## src/rtl/mem_pkg.sv

```systemverilog
// Shared types for the memory port arbiter: FSM state encoding and the registered bus command.
// Latency: n/a (types only).
// Backpressure: n/a.
package mem_pkg;

    localparam int WORD_ADDR_W = 30;

    typedef enum logic [1:0] {
        ARB_IDLE,
        ARB_FETCH,
        ARB_DATA
    } arb_state_t;

    // Command fields held on the bus for the whole transfer
    typedef struct packed {
        logic                   we;
        logic [WORD_ADDR_W-1:0] addr;
        logic [31:0]            wdata;
    } mem_cmd_t;

endpackage

```

## src/rtl/mem_port_arbiter_if.sv

```systemverilog
// Bundles the fetch, exe-data and memory-bus signals of the arbiter.
// Latency: n/a (wiring only).
// Backpressure: n/a; master = arbiter side, slave = requesters + memory side.
interface mem_port_arbiter_if;
    import mem_pkg::*;

    // fetch port
    logic                   if_req;
    logic [WORD_ADDR_W-1:0] if_addr;
    logic                   if_ack;
    logic [31:0]            if_rdata;
    // exe data port
    logic                   d_req;
    logic                   d_we;
    logic [31:0]            d_addr;
    logic [31:0]            d_wdata;
    logic                   d_ack;
    logic [31:0]            d_rdata;
    // memory bus
    logic                   bus_req;
    logic                   bus_we;
    logic [WORD_ADDR_W-1:0] bus_addr;
    logic [31:0]            bus_wdata;
    logic                   bus_ack;
    logic [31:0]            bus_rdata;
    // pipeline control / status
    logic                   clk_en;
    logic                   bus_err;

    modport master (
        input  if_req, if_addr, d_req, d_we, d_addr, d_wdata, bus_ack, bus_rdata,
        output if_ack, if_rdata, d_ack, d_rdata,
        output bus_req, bus_we, bus_addr, bus_wdata, clk_en, bus_err
    );

    modport slave (
        output if_req, if_addr, d_req, d_we, d_addr, d_wdata, bus_ack, bus_rdata,
        input  if_ack, if_rdata, d_ack, d_rdata,
        input  bus_req, bus_we, bus_addr, bus_wdata, clk_en, bus_err
    );

endinterface

```

## src/rtl/arb_timeout_ctr.sv

```systemverilog
// Transfer watchdog: cleared on grant, counts each busy cycle, flags when TIMEOUT-1 is reached.
// Latency: expired_o is combinational from the registered count.
// Backpressure: none. Ports: clk, rst, clr_i (grant), inc_i (transfer busy), expired_o.
module arb_timeout_ctr #(
    parameter int TIMEOUT = 64
) (
    input  logic clk,
    input  logic rst,
    input  logic clr_i,
    input  logic inc_i,
    output logic expired_o
);

    logic [7:0] cnt_q, cnt_d;

    always_comb begin
        cnt_d = cnt_q;
        if (clr_i) begin
            cnt_d = '0;
        end else if (inc_i) begin
            cnt_d = cnt_q + 8'd1;
        end
    end

    always_ff @(posedge clk) begin
        if (rst) begin
            cnt_q <= '0;
        end else begin
            cnt_q <= cnt_d;
        end
    end

    assign expired_o = (cnt_q == 8'(TIMEOUT - 1));

endmodule

```

## src/rtl/mem_port_arbiter.sv

```systemverilog
// Shares one word-addressed memory bus between instruction fetch and exe loads/stores, with watchdog abort.
// Latency: grant -> bus_req next cycle -> ack pulse one cycle after bus_ack (3 cycles minimum).
// Backpressure: requests are levels held until their ack; clk_en stalls the pipeline while any is owed.
// Ports: clk, rst (sync, active-high), mp (mem_port_arbiter_if.master: fetch, data, bus, clk_en, bus_err).
module mem_port_arbiter
    import mem_pkg::*;
#(
    parameter int FAIR_LIMIT = 4,
    parameter int TIMEOUT    = 64
) (
    input  logic               clk,
    input  logic               rst,
    mem_port_arbiter_if.master mp
);

    localparam logic [3:0] FAIR_MAX = 4'(FAIR_LIMIT);

    arb_state_t  state_q, state_d;
    mem_cmd_t    cmd_q, cmd_d;
    logic [3:0]  fair_q, fair_d;
    logic        if_ack_q, if_ack_d;
    logic        d_ack_q, d_ack_d;
    logic        bus_err_q, bus_err_d;
    logic [31:0] if_rdata_q, if_rdata_d;
    logic [31:0] d_rdata_q, d_rdata_d;
    logic        tmo_clr, tmo_inc, tmo_expired;
    logic        data_wins;
    logic        unused_byte_sel;

    // byte lanes are not used by a word-addressed bus
    assign unused_byte_sel = ^mp.d_addr[1:0];

    assign tmo_inc = (state_q != ARB_IDLE);

    arb_timeout_ctr #(.TIMEOUT(TIMEOUT)) u_tmo (
        .clk       (clk),
        .rst       (rst),
        .clr_i     (tmo_clr),
        .inc_i     (tmo_inc),
        .expired_o (tmo_expired)
    );

    always_comb begin
        state_d    = state_q;
        cmd_d      = cmd_q;
        fair_d     = fair_q;
        if_ack_d   = 1'b0;
        d_ack_d    = 1'b0;
        bus_err_d  = 1'b0;
        if_rdata_d = if_rdata_q;
        d_rdata_d  = d_rdata_q;
        tmo_clr    = 1'b0;
        // data has priority unless fetch has been passed over FAIR_LIMIT times in a row
        data_wins  = mp.d_req && !(mp.if_req && (fair_q == FAIR_MAX));

        case (state_q)
            ARB_IDLE: begin
                // while an ack is pulsing, that requester's req level is stale: hold off one cycle
                if (!if_ack_q && !d_ack_q) begin
                    if (data_wins) begin
                        state_d = ARB_DATA;
                        cmd_d   = '{we: mp.d_we, addr: mp.d_addr[31:2], wdata: mp.d_wdata};
                        tmo_clr = 1'b1;
                        if (!mp.if_req) begin
                            fair_d = '0;
                        end else if (fair_q != FAIR_MAX) begin
                            fair_d = fair_q + 4'd1;
                        end
                    end else if (mp.if_req) begin
                        state_d = ARB_FETCH;
                        cmd_d   = '{we: 1'b0, addr: mp.if_addr, wdata: 32'h0};
                        tmo_clr = 1'b1;
                        fair_d  = '0;
                    end
                end
            end
            ARB_FETCH, ARB_DATA: begin
                // bus_ack wins over a coincident timeout; an abort returns zero data
                if (mp.bus_ack || tmo_expired) begin
                    state_d   = ARB_IDLE;
                    bus_err_d = !mp.bus_ack;
                    if (state_q == ARB_FETCH) begin
                        if_ack_d   = 1'b1;
                        if_rdata_d = mp.bus_ack ? mp.bus_rdata : 32'h0;
                    end else begin
                        d_ack_d    = 1'b1;
                        d_rdata_d  = mp.bus_ack ? mp.bus_rdata : 32'h0;
                    end
                end
            end
            default: state_d = ARB_IDLE;
        endcase
    end

    always_ff @(posedge clk) begin
        if (rst) begin
            state_q    <= ARB_IDLE;
            cmd_q      <= '0;
            fair_q     <= '0;
            if_ack_q   <= 1'b0;
            d_ack_q    <= 1'b0;
            bus_err_q  <= 1'b0;
            if_rdata_q <= '0;
            d_rdata_q  <= '0;
        end else begin
            state_q    <= state_d;
            cmd_q      <= cmd_d;
            fair_q     <= fair_d;
            if_ack_q   <= if_ack_d;
            d_ack_q    <= d_ack_d;
            bus_err_q  <= bus_err_d;
            if_rdata_q <= if_rdata_d;
            d_rdata_q  <= d_rdata_d;
        end
    end

    assign mp.bus_req   = (state_q != ARB_IDLE);
    assign mp.bus_we    = cmd_q.we;
    assign mp.bus_addr  = cmd_q.addr;
    assign mp.bus_wdata = cmd_q.wdata;
    assign mp.if_ack    = if_ack_q;
    assign mp.if_rdata  = if_rdata_q;
    assign mp.d_ack     = d_ack_q;
    assign mp.d_rdata   = d_rdata_q;
    assign mp.bus_err   = bus_err_q;
    // a requester is owed service from its req until its ack pulse
    assign mp.clk_en    = !rst && !(mp.d_req && !d_ack_q) && !(mp.if_req && !if_ack_q);

endmodule

```

## src/flat_wrapper.sv

```systemverilog
// flat-port wrapper written by rule: the top's interface ports become plain ports
module mem_port_arbiter_flat import mem_pkg::*;
#(
    parameter int FAIR_LIMIT = 4,
    parameter int TIMEOUT    = 64
)
  (clk, rst, mp_if_req, mp_if_addr, mp_d_req, mp_d_we, mp_d_addr, mp_d_wdata, mp_bus_ack, mp_bus_rdata, mp_if_ack, mp_if_rdata, mp_d_ack, mp_d_rdata, mp_bus_req, mp_bus_we, mp_bus_addr, mp_bus_wdata, mp_clk_en, mp_bus_err);
  mem_port_arbiter_if mp_i ();
  input  logic clk;
  input  logic rst;
  input wire logic [$bits(mp_i.if_req)-1:0] mp_if_req;
  input wire logic [$bits(mp_i.if_addr)-1:0] mp_if_addr;
  input wire logic [$bits(mp_i.d_req)-1:0] mp_d_req;
  input wire logic [$bits(mp_i.d_we)-1:0] mp_d_we;
  input wire logic [$bits(mp_i.d_addr)-1:0] mp_d_addr;
  input wire logic [$bits(mp_i.d_wdata)-1:0] mp_d_wdata;
  input wire logic [$bits(mp_i.bus_ack)-1:0] mp_bus_ack;
  input wire logic [$bits(mp_i.bus_rdata)-1:0] mp_bus_rdata;
  output wire logic [$bits(mp_i.if_ack)-1:0] mp_if_ack;
  output wire logic [$bits(mp_i.if_rdata)-1:0] mp_if_rdata;
  output wire logic [$bits(mp_i.d_ack)-1:0] mp_d_ack;
  output wire logic [$bits(mp_i.d_rdata)-1:0] mp_d_rdata;
  output wire logic [$bits(mp_i.bus_req)-1:0] mp_bus_req;
  output wire logic [$bits(mp_i.bus_we)-1:0] mp_bus_we;
  output wire logic [$bits(mp_i.bus_addr)-1:0] mp_bus_addr;
  output wire logic [$bits(mp_i.bus_wdata)-1:0] mp_bus_wdata;
  output wire logic [$bits(mp_i.clk_en)-1:0] mp_clk_en;
  output wire logic [$bits(mp_i.bus_err)-1:0] mp_bus_err;
  assign mp_i.if_req = mp_if_req;
  assign mp_i.if_addr = mp_if_addr;
  assign mp_i.d_req = mp_d_req;
  assign mp_i.d_we = mp_d_we;
  assign mp_i.d_addr = mp_d_addr;
  assign mp_i.d_wdata = mp_d_wdata;
  assign mp_i.bus_ack = mp_bus_ack;
  assign mp_i.bus_rdata = mp_bus_rdata;
  assign mp_if_ack = mp_i.if_ack;
  assign mp_if_rdata = mp_i.if_rdata;
  assign mp_d_ack = mp_i.d_ack;
  assign mp_d_rdata = mp_i.d_rdata;
  assign mp_bus_req = mp_i.bus_req;
  assign mp_bus_we = mp_i.bus_we;
  assign mp_bus_addr = mp_i.bus_addr;
  assign mp_bus_wdata = mp_i.bus_wdata;
  assign mp_clk_en = mp_i.clk_en;
  assign mp_bus_err = mp_i.bus_err;
  mem_port_arbiter #(.FAIR_LIMIT(FAIR_LIMIT), .TIMEOUT(TIMEOUT)) u_core (.clk(clk), .rst(rst), .mp(mp_i));
endmodule
```

## config.mk

```make
export PLATFORM = sky130hd
export DESIGN_NAME = mem_port_arbiter_flat
export DESIGN_NICKNAME = d
export VERILOG_FILES = /design/src/rtl/mem_pkg.sv /design/src/rtl/mem_port_arbiter_if.sv /design/src/rtl/arb_timeout_ctr.sv /design/src/rtl/mem_port_arbiter.sv /design/src/flat_wrapper.sv
export SDC_FILE = /design/constraint.sdc
export NUM_CORES = 1
export LEC_CHECK = 0
export CORE_MARGIN = 1.5
export CORE_UTILIZATION = 37
export DETAILED_ROUTE_END_ITERATION = 10
export MAX_ROUTING_LAYER = met4
export PLACE_DENSITY = 0.82
export SYNTH_ARGS = -nofsm -noshare
export SYNTH_HDL_FRONTEND = slang
export SYNTH_HIERARCHICAL = 1
export SYNTH_SLANG_ARGS = --single-unit
```

## constraint.sdc

```tcl
create_clock -name clk -period 1.9 [get_ports clk]
set_input_delay 0.19 -clock clk [delete_from_list [all_inputs] [get_ports clk]]
set_output_delay 0.19 -clock clk [all_outputs]
set_load 0.02 [all_outputs]
```

==> results of run 1 <==
state kept, by name, summed over array words and instances (netlist names):
register and cells:
u_core/u_tmo/cnt_q 8, u_core/mp.bus_we 1, u_core/mp.d_ack 1, u_core/mp.d_rdata 32
u_core/mp.bus_addr 30, u_core/fair_q 4, u_core/mp.if_rdata 32, u_core/mp.bus_err 1
u_core/mp.bus_wdata 32, u_core/mp.if_ack 1, u_core/state_q 2
synthesized netlist by cell type, types with 2 or more instances:
library cell  count
buf_2            15
or3_1             3
ha_1              5
a31oi_1           3
nand4_1           2
nand3_1          72
clkbuf_1         37
a22oi_1          32
nand4b_1          2
xor2_1            3
o21ai_0           3
buf_1             3
o32ai_1           2
nand2b_1          2
a211oi_1         30
buf_4             3
and2_1            2
a21oi_1         100
dfxtp_1         144
nor2_1           71
inv_1             8
nand2_1         106
buf_6             2
area by class of cell:
class	count	share of cell area [%]
clock buffer	17	4.545
clock inverter	15	2.740
inverter	9	0.4144
multi-input combinational	453	25.85
sequential	144	30.82
tap	184	2.460
timing repair buffer	302	33.16
stage by stage:
step	area (sq um)	worst slack [ns]	cells	TNS [ns]	total power, uW
3_3_place_gp	8502	-0.1278	1086	-7.737	5537
5_1_grt	9360	-0.1507	1124	-4.232	9850
3_5_place_dp	8502	-0.1636	1086	-10.71	5568
2_1_floorplan	5562	-0.005867	666	-0.1109	4529
6_report	9360	-0.05953	1124	-0.7256	9439
4_1_cts	9281	-0.02875	1121	-0.2647	9489
layer usage:
metal | GRT usage, % | vias up | wire length (um)
met4 | 7.553 | 0 | 245
met3 | 6.547 | 19 | 1585
met5 | - | - | 0
met1 | 27.46 | 2698 | 7291
li1 | - | 2832 | -
met2 | 40.37 | 252 | 9020
cell usage in the layout, fill, tap and decap left out, types with 3 or more instances in the layout:
cell | synthesis | routed
buf_12 | 0 | 9
nor2_1 | 71 | 70
a211oi_1 | 30 | 30
a31oi_1 | 3 | 3
clkinv_4 | 1 | 5
nand3_2 | 0 | 6
xor2_1 | 3 | 3
clkdlybuf4s50_1 | 0 | 258
inv_1 | 8 | 8
ha_1 | 5 | 4
buf_6 | 2 | 5
o21ai_0 | 3 | 3
nand3_1 | 72 | 66
a21oi_1 | 100 | 97
a22oi_1 | 32 | 32
nand2_1 | 106 | 105
a21oi_2 | 0 | 3
buf_4 | 3 | 25
bufinv_16 | 0 | 6
or3_1 | 3 | 3
dfxtp_1 | 144 | 142
clkbuf_16 | 0 | 18
critical path, stage by stage, from the launching register on:
cell and delay (ns):
dfxtp_2 0.35, ha_4 0.13, nand2_2 0.06, nor4_4 0.29, nor2_2 0.10, buf_6 0.13, nor3b_4 0.28, buf_6 0.17
clkbuf_16 0.15, nand3_1 0.07, a21oi_1 0.15
cells by family after synthesis:
kind of cell             synth area share [%]
XOR/XNOR                               0.6347
adder cells (fa/ha/maj)                 1.133
buffers and inverters                   5.598
multiplexers                           0.1813
flip-flops                              52.22
AND/OR/NAND/NOR                         21.42
AO/OA/AOI/OAI                           18.81
report_power, final:
group | switching [uW] | total [uW] | leakage [uW] | internal, uW
Clock | 1340 | 3830 | 0.000335 | 2490
Combinational | 1140 | 2220 | 0.00189 | 1080
Sequential | 131 | 3390 | 0.00117 | 3260
Total | 2610 | 9440 | 0.00340 | 6830
what timing repair did:
item,4_1_cts,5_1_grt
hold endpoints to repair,0,0
gates resized for setup,8,14
pin swaps,6,23
setup endpoints to repair,96,34
buffers inserted,1,2
gates cloned,2,1
worst min path at each step:
stage                                             startpoint                                   end  cells after the start
after detailed placement   u_core/mp.d_rdata[5]$_SDFFE_PP0P_     u_core/mp.d_rdata[5]$_SDFFE_PP0P_                      2
after global routing                          mp_d_wdata[30]  u_core/mp.bus_wdata[30]$_SDFFE_PP0P_                      3
after CTS                                     mp_if_addr[29]   u_core/mp.bus_addr[29]$_SDFFE_PP0P_                      3
after global placement    u_core/mp.d_rdata[18]$_SDFFE_PP0P_    u_core/mp.d_rdata[18]$_SDFFE_PP0P_                      2
final                                                    rst   u_core/mp.if_rdata[21]$_SDFFE_PP0P_                      3
after floorplan                               mp_if_addr[10]   u_core/mp.bus_addr[10]$_SDFFE_PP0P_                      2
==> impl_results.md, run 1 <==
- Top_reg_cell synth: dfxtp_1
- Residual DRC: 0
- Fin Clk Skew: 0.009055 ns
- Yosys top cell by area: dfxtp_1
- ANT nets after route: 0
- Worst-path fanout max: 8
- Final Util: 64.40%
- R2R depth: 10
- Period utilization: 103.1%
- IO Pins: approximately 260
- Layout cells sized above 1: 10.32%
- Reg area: 2885 sq um
- Nets: approximately 1100
- Core footprint: ~15000 sq um
- Power Dens Cells: 1008 nW/um^2
- Num CTS Buffers: 17
- Reg-to-reg slack, setup: -0.06 ns
- CTS tree: done
- Worst-Skew Late Latency: 0.42 ns
- Seq/Total Area, Yosys: between 50% and 60%
- RD Place Congestion: around 0.80
- Final hold vios: 0
- CP Capture Point: u_core/mp.d_rdata[17]$_SDFFE_PP0P_
- CP Capture Type: flip-flop
- Initial Util: a little under two fifths
- Number of global-route vias before repair: between 5000 and 6000
- Routed wire length: between 15000 and 20000 um
- Antenna Diode Count: 0
- Syn Nets: 803
- Post-synth EDFFs: 0
- WS Path Type: reg2reg
- Async set-reset flop share out of synthesis: 0%
- R2R Path Start: u_core/u_tmo/cnt_q[1]$_SDFFE_PP0P_
- Largest net degree at the start of global routing: 140
- Post-detail-place hpwl: about 12000 um
- Synth unique cells: 39
- First-pass GRT wire length: around 29000 um
- VDD IR max: roughly 0.66 mV
- Final min period: approximately 2.0 ns
- Gr ovfl total: 0
- Port buffer count: ~260
- Die area: around 16000 sq um
- CP required: between 2 and 2.5 ns
- Post-Syn Area: about 5500 sq um
- Top cells by area, synth: dfxtp_1, a21oi_1, nand2_1
- # setup viols final: 25
- Slew Limit Fails: 0
- Die width: approximately 130 um
- Root Driver: clkbuf_16
- Flops & latches, synth: between 100 and 150
- Syn-to-layout area delta: 69.56%
- Setup ws final: -0.05953 ns
- Max Buffers Root-to-Sink: 2
- CTS sink count: 144
- Worst path arrival time: around 2.3 ns
- Top cell type's share of synthesized area: 52.22%
- CTS H-tree lvls: 4
- Count of maximum capacitance violations: 0
- Setup crit start: u_core/u_tmo/cnt_q[1]$_SDFFE_PP0P_
- Filler cells: ~1200
- Failing checks: negative setup slack
- Via count: just under 6000
- Slew margin rel.: 52.28%
- Startpoint types: flip-flop
- Initial antenna violation count: 0
- Static leakage: roughly 0.0034 uW
- Clock transition at path regs: 0.06 ns
- Cts hold-fix bufs: 0
- Drt initial violations: around 320
- DR WL/cell: roughly 16 um
- Worst hold slack: about 0.3 ns
- Multi-input logic area: about 2400 sq um
- GRT Util Overall: 23.85%
- Syn_area_per_cell: between 8 and 9 sq um
- Synth Instances: about 670
- Yosys warns: 6
- Routed vias/inst: 5.161
- DIE HEIGHT: 125.1 um
- Hold Crit Class: in2reg
- RSZ-0062 raised after global routing: true
- R2R Path End: u_core/mp.d_rdata[17]$_SDFFE_PP0P_
- Max Fclk: between 0.5 and 0.6 GHz
- Drt pass-1 iters: 4
- Status: complete, but fails checks
- Actual slew at the worst max-slew pin: about 0.7 ns
- # rows: 44
Power figures use the tool's default switching activity.
==> run 2: changes to the inputs <==
- ABC_CLOCK_PERIOD_IN_PS: unset -> 1900
- CTS_BUF_LIST: unset -> sky130_fd_sc_hd__clkbuf_16
==> results of run 2 <==
The final DEF is identical to that of run 1; final timing and power are the same.
==> run 3: changes to the inputs <==
- CORE_UTILIZATION: 37 -> 36
- PLACE_DENSITY: 0.82 -> 0.81
- SYNTH_HIERARCHICAL: 1 -> unset
==> run 3 against run 2 <==
The run now ends clean. Core utilization down 4.1 points. Worst setup slack better by 0.18 ns. Clock power down 13%. Routed wire length down 14%. Combinational power down 19%. Global-route usage down 3.5 points. Clock skew about the same. Sequential power about the same. Synthesized cell count down 26%. Worst hold slack better by 0.063 ns. Die area down 1.5%. Sequential share of layout area up 2.3 points.
==> impl_results.md, run 3 <==
- Layout cells sized above 1: about 7.4%
- Residual DRC: 0
- Drt initial violations: 212
- CTS tree: done
- ANT nets after route: 0
- Commonest cells after routing, fill and taps aside: clkdlybuf4s50_1, dfxtp_1, nand2_1
- Max Fclk: 0.5623 GHz
- Drt pass-1 iters: 4
- WS Path Type: reg2reg
- Slew margin rel.: between 50 and 60%
- Seq/Total Area, Yosys: 54.52%
- CP Capture Type: flip-flop
- Final hold vios: 0
- Commonest non-fill, non-tap cell in the layout: clkdlybuf4s50_1
- Crit path largest cell delay: 0.38 ns
- Setup crit start: u_core.fair_q[0]$_SDFFE_PP0P_
- Final Util: between 60% and 70%
- Root Driver: clkbuf_16
- Number of global-route vias before repair: 4882
- Via count: 4839
- Worst-Skew Late Latency: approximately 0.4 ns
- Static leakage: approximately 0.0033 uW
- Period utilization: ~94%
- Top cell type's share of synthesized area: 54.52%
- Antenna Diode Count: 0
- CP delay by family, top: flip-flops
- Critical-path top delay cell: dfxtp_1
- Syn_area_per_cell: ~11 sq um
- Reg area: between 2000 and 3000 sq um
- VDD IR max: about 0.54 mV
- Synth cell count leaders: dfxtp_1, nand2_1, a21oi_1
- Die area: between 15000 and 20000 sq um
- R2R Path End: u_core.mp.bus_addr[22]$_SDFFE_PP0P_
- CP Capture Point: u_core.mp.bus_addr[22]$_SDFFE_PP0P_
- Num CTS Buffers: 17
- Worst hold slack: 0.3635 ns
- Die width: 124.2 um
- Gr ovfl total: 0
- # setup viols final: 0
- Filler cells: 1148
- RSZ-0062 raised after global routing: false
- DR WL/cell: ~17 um
- Worst path cell trace: inv_1 > ha_1 > and3b_1 > a21bo_2 > buf_12 > mux2i_1 > a21oi_1
- Clock transition at path regs: ~0.06 ns
- Nets: ~890
- Actual slew at the worst max-slew pin: roughly 0.75 ns
- Syn-to-layout area delta: 64.55%
- Synth Instances: just under 500
- Startpoint types: flip-flop
- Routed vias/inst: between 5 and 6
- Syn Nets: between 600 and 700
- CTS sink count: ~140
- Async set-reset flop share out of synthesis: 0%
- Routed wire length: about 16000 um
- Reg-to-reg slack, setup: 0.12 ns
- R2R depth: 7
- Levels on crit path: 7
- Largest net degree at the start of global routing: 66
- Yosys warns: 0
- Hold Crit Class: in2reg
- Slew Limit Fails: 0
- Cell area after placement: 8097 sq um
- Cts hold-fix bufs: 0
- Fin Clk Skew: 0.008640 ns
- Post-synth EDFFs: 0
- First-pass GRT wire length: between 20000 and 25000 um
- Total Neg Setup Slack: 0 ns
- Synth unique cells: 40
- Flops & latches, synth: 144
- Initial Util: about 37%
- Worst Path Buf+Inv: 2
- Count leader, synth: dfxtp_1
- Post-Syn Area: ~5300 sq um
- Worst-path fanout max: 31
- Top cells by area, synth: dfxtp_1, a32o_1, mux2i_1
- Port buffer count: ~260
- RD Place Congestion: ~0.80
- Max Buffers Root-to-Sink: 2
- CP required: 2.19 ns
- Yosys top cell by area: dfxtp_1
- Core footprint: between 10000 and 15000 sq um
- Worst path arrival time: a little over 2 ns
- CTS H-tree lvls: 4
- Final Cell Area: approximately 8700 sq um
- Power Dens Cells: between 900 and 1000 nW/um^2
- Initial antenna violation count: 0
- Multi-input logic area: around 2100 sq um
- GRT Util Overall: 20.37%
- Post-detail-place hpwl: about 11000 um
- R2R Path Start: u_core.fair_q[0]$_SDFFE_PP0P_
- Final min period: 1.778 ns
- DIE HEIGHT: ~120 um
- # rows: 44
- IO Pins: around 260
- Count of maximum capacitance violations: 0
- Top_reg_cell synth: dfxtp_1
- Status: finished clean
[run 3: area by class of cell]
cell class / instances / share of cell area [%]
Sequential cell: 144 / 33.13
Timing Repair Buffer: 279 / 32.41
Tap cell: 184 / 2.646
Multi-Input combinational cell: 296 / 24.65
Clock inverter: 13 / 1.884
Inverter: 9 / 0.3883
Clock buffer: 17 / 4.889
[run 3: worst min path at each step]
| stage | start | to | cells after the start |
|---|---|---|---|
| after floorplan | mp_bus_ack | u_core.mp.bus_err$_SDFF_PP0_ | 1 |
| after global placement | u_core.mp.d_rdata[0]$_SDFFE_PP0P_ | u_core.mp.d_rdata[0]$_SDFFE_PP0P_ | 1 |
| after detailed placement | u_core.mp.d_rdata[10]$_SDFFE_PP0P_ | u_core.mp.d_rdata[10]$_SDFFE_PP0P_ | 1 |
| after CTS | mp_d_wdata[22] | u_core.mp.bus_wdata[22]$_SDFFE_PP0P_ | 2 |
| after global routing | mp_d_wdata[17] | u_core.mp.bus_wdata[17]$_SDFFE_PP0P_ | 2 |
| final | mp_d_wdata[22] | u_core.mp.bus_wdata[22]$_SDFFE_PP0P_ | 2 |
[run 3: routing by layer]
layer  track usage (%)  routed length [um]  share of wire (%)  vias up
met1             21.54                6219                 40     2273
met3             6.456                1269                8.2       30
met2             34.96                7791                 50      205
met5                 -                   0                  0        -
met4             8.878                 282                1.8        0
li1                  -                   -                  -     2331
[run 3: timing repair]
item,CTS,global route
setup endpoints to repair,38,28
setup buffers,0,0
resized for setup,4,3
[run 3: through the flow]
step,power [uW],setup WS (ns),instances
after global placement,5174,-0.2383,912
after floorplan,4310,0.2265,491
final,8516,0.1216,942
after CTS,8594,0.03176,942
after detailed placement,5237,-0.3449,912
after global routing,8875,0.007802,942
[run 3: report_power, final]
part,leakage (uW),switching (uW),internal (uW)
clock,0.000281,1280,2060
sequential,0.00117,129,3260
combinational,0.00185,893,893
[run 3: kinds of logic (layout without fill, tap and decap cells)]
kind of cell / count (synthesis) / in the layout / synth area share (%)
adder cells (fa/ha/maj): 7 / 7 / 1.656
multiplexers: 31 / 31 / 5.868
flip-flops: 144 / 144 / 54.52
XOR/XNOR: 7 / 7 / 1.160
AO/OA/AOI/OAI: 173 / 173 / 24.61
AND/OR/NAND/NOR: 78 / 78 / 7.123
buffers and inverters: 51 / 318 / 5.064
[run 3: worst reg2reg max path, cell delays in order, from the launching register on]
cell and delay (ns):
dfxtp_1 0.38, inv_1 0.08, ha_1 0.21, and3b_1 0.19, a21bo_2 0.26, buf_12 0.18, mux2i_1 0.25, a21oi_1 0.10
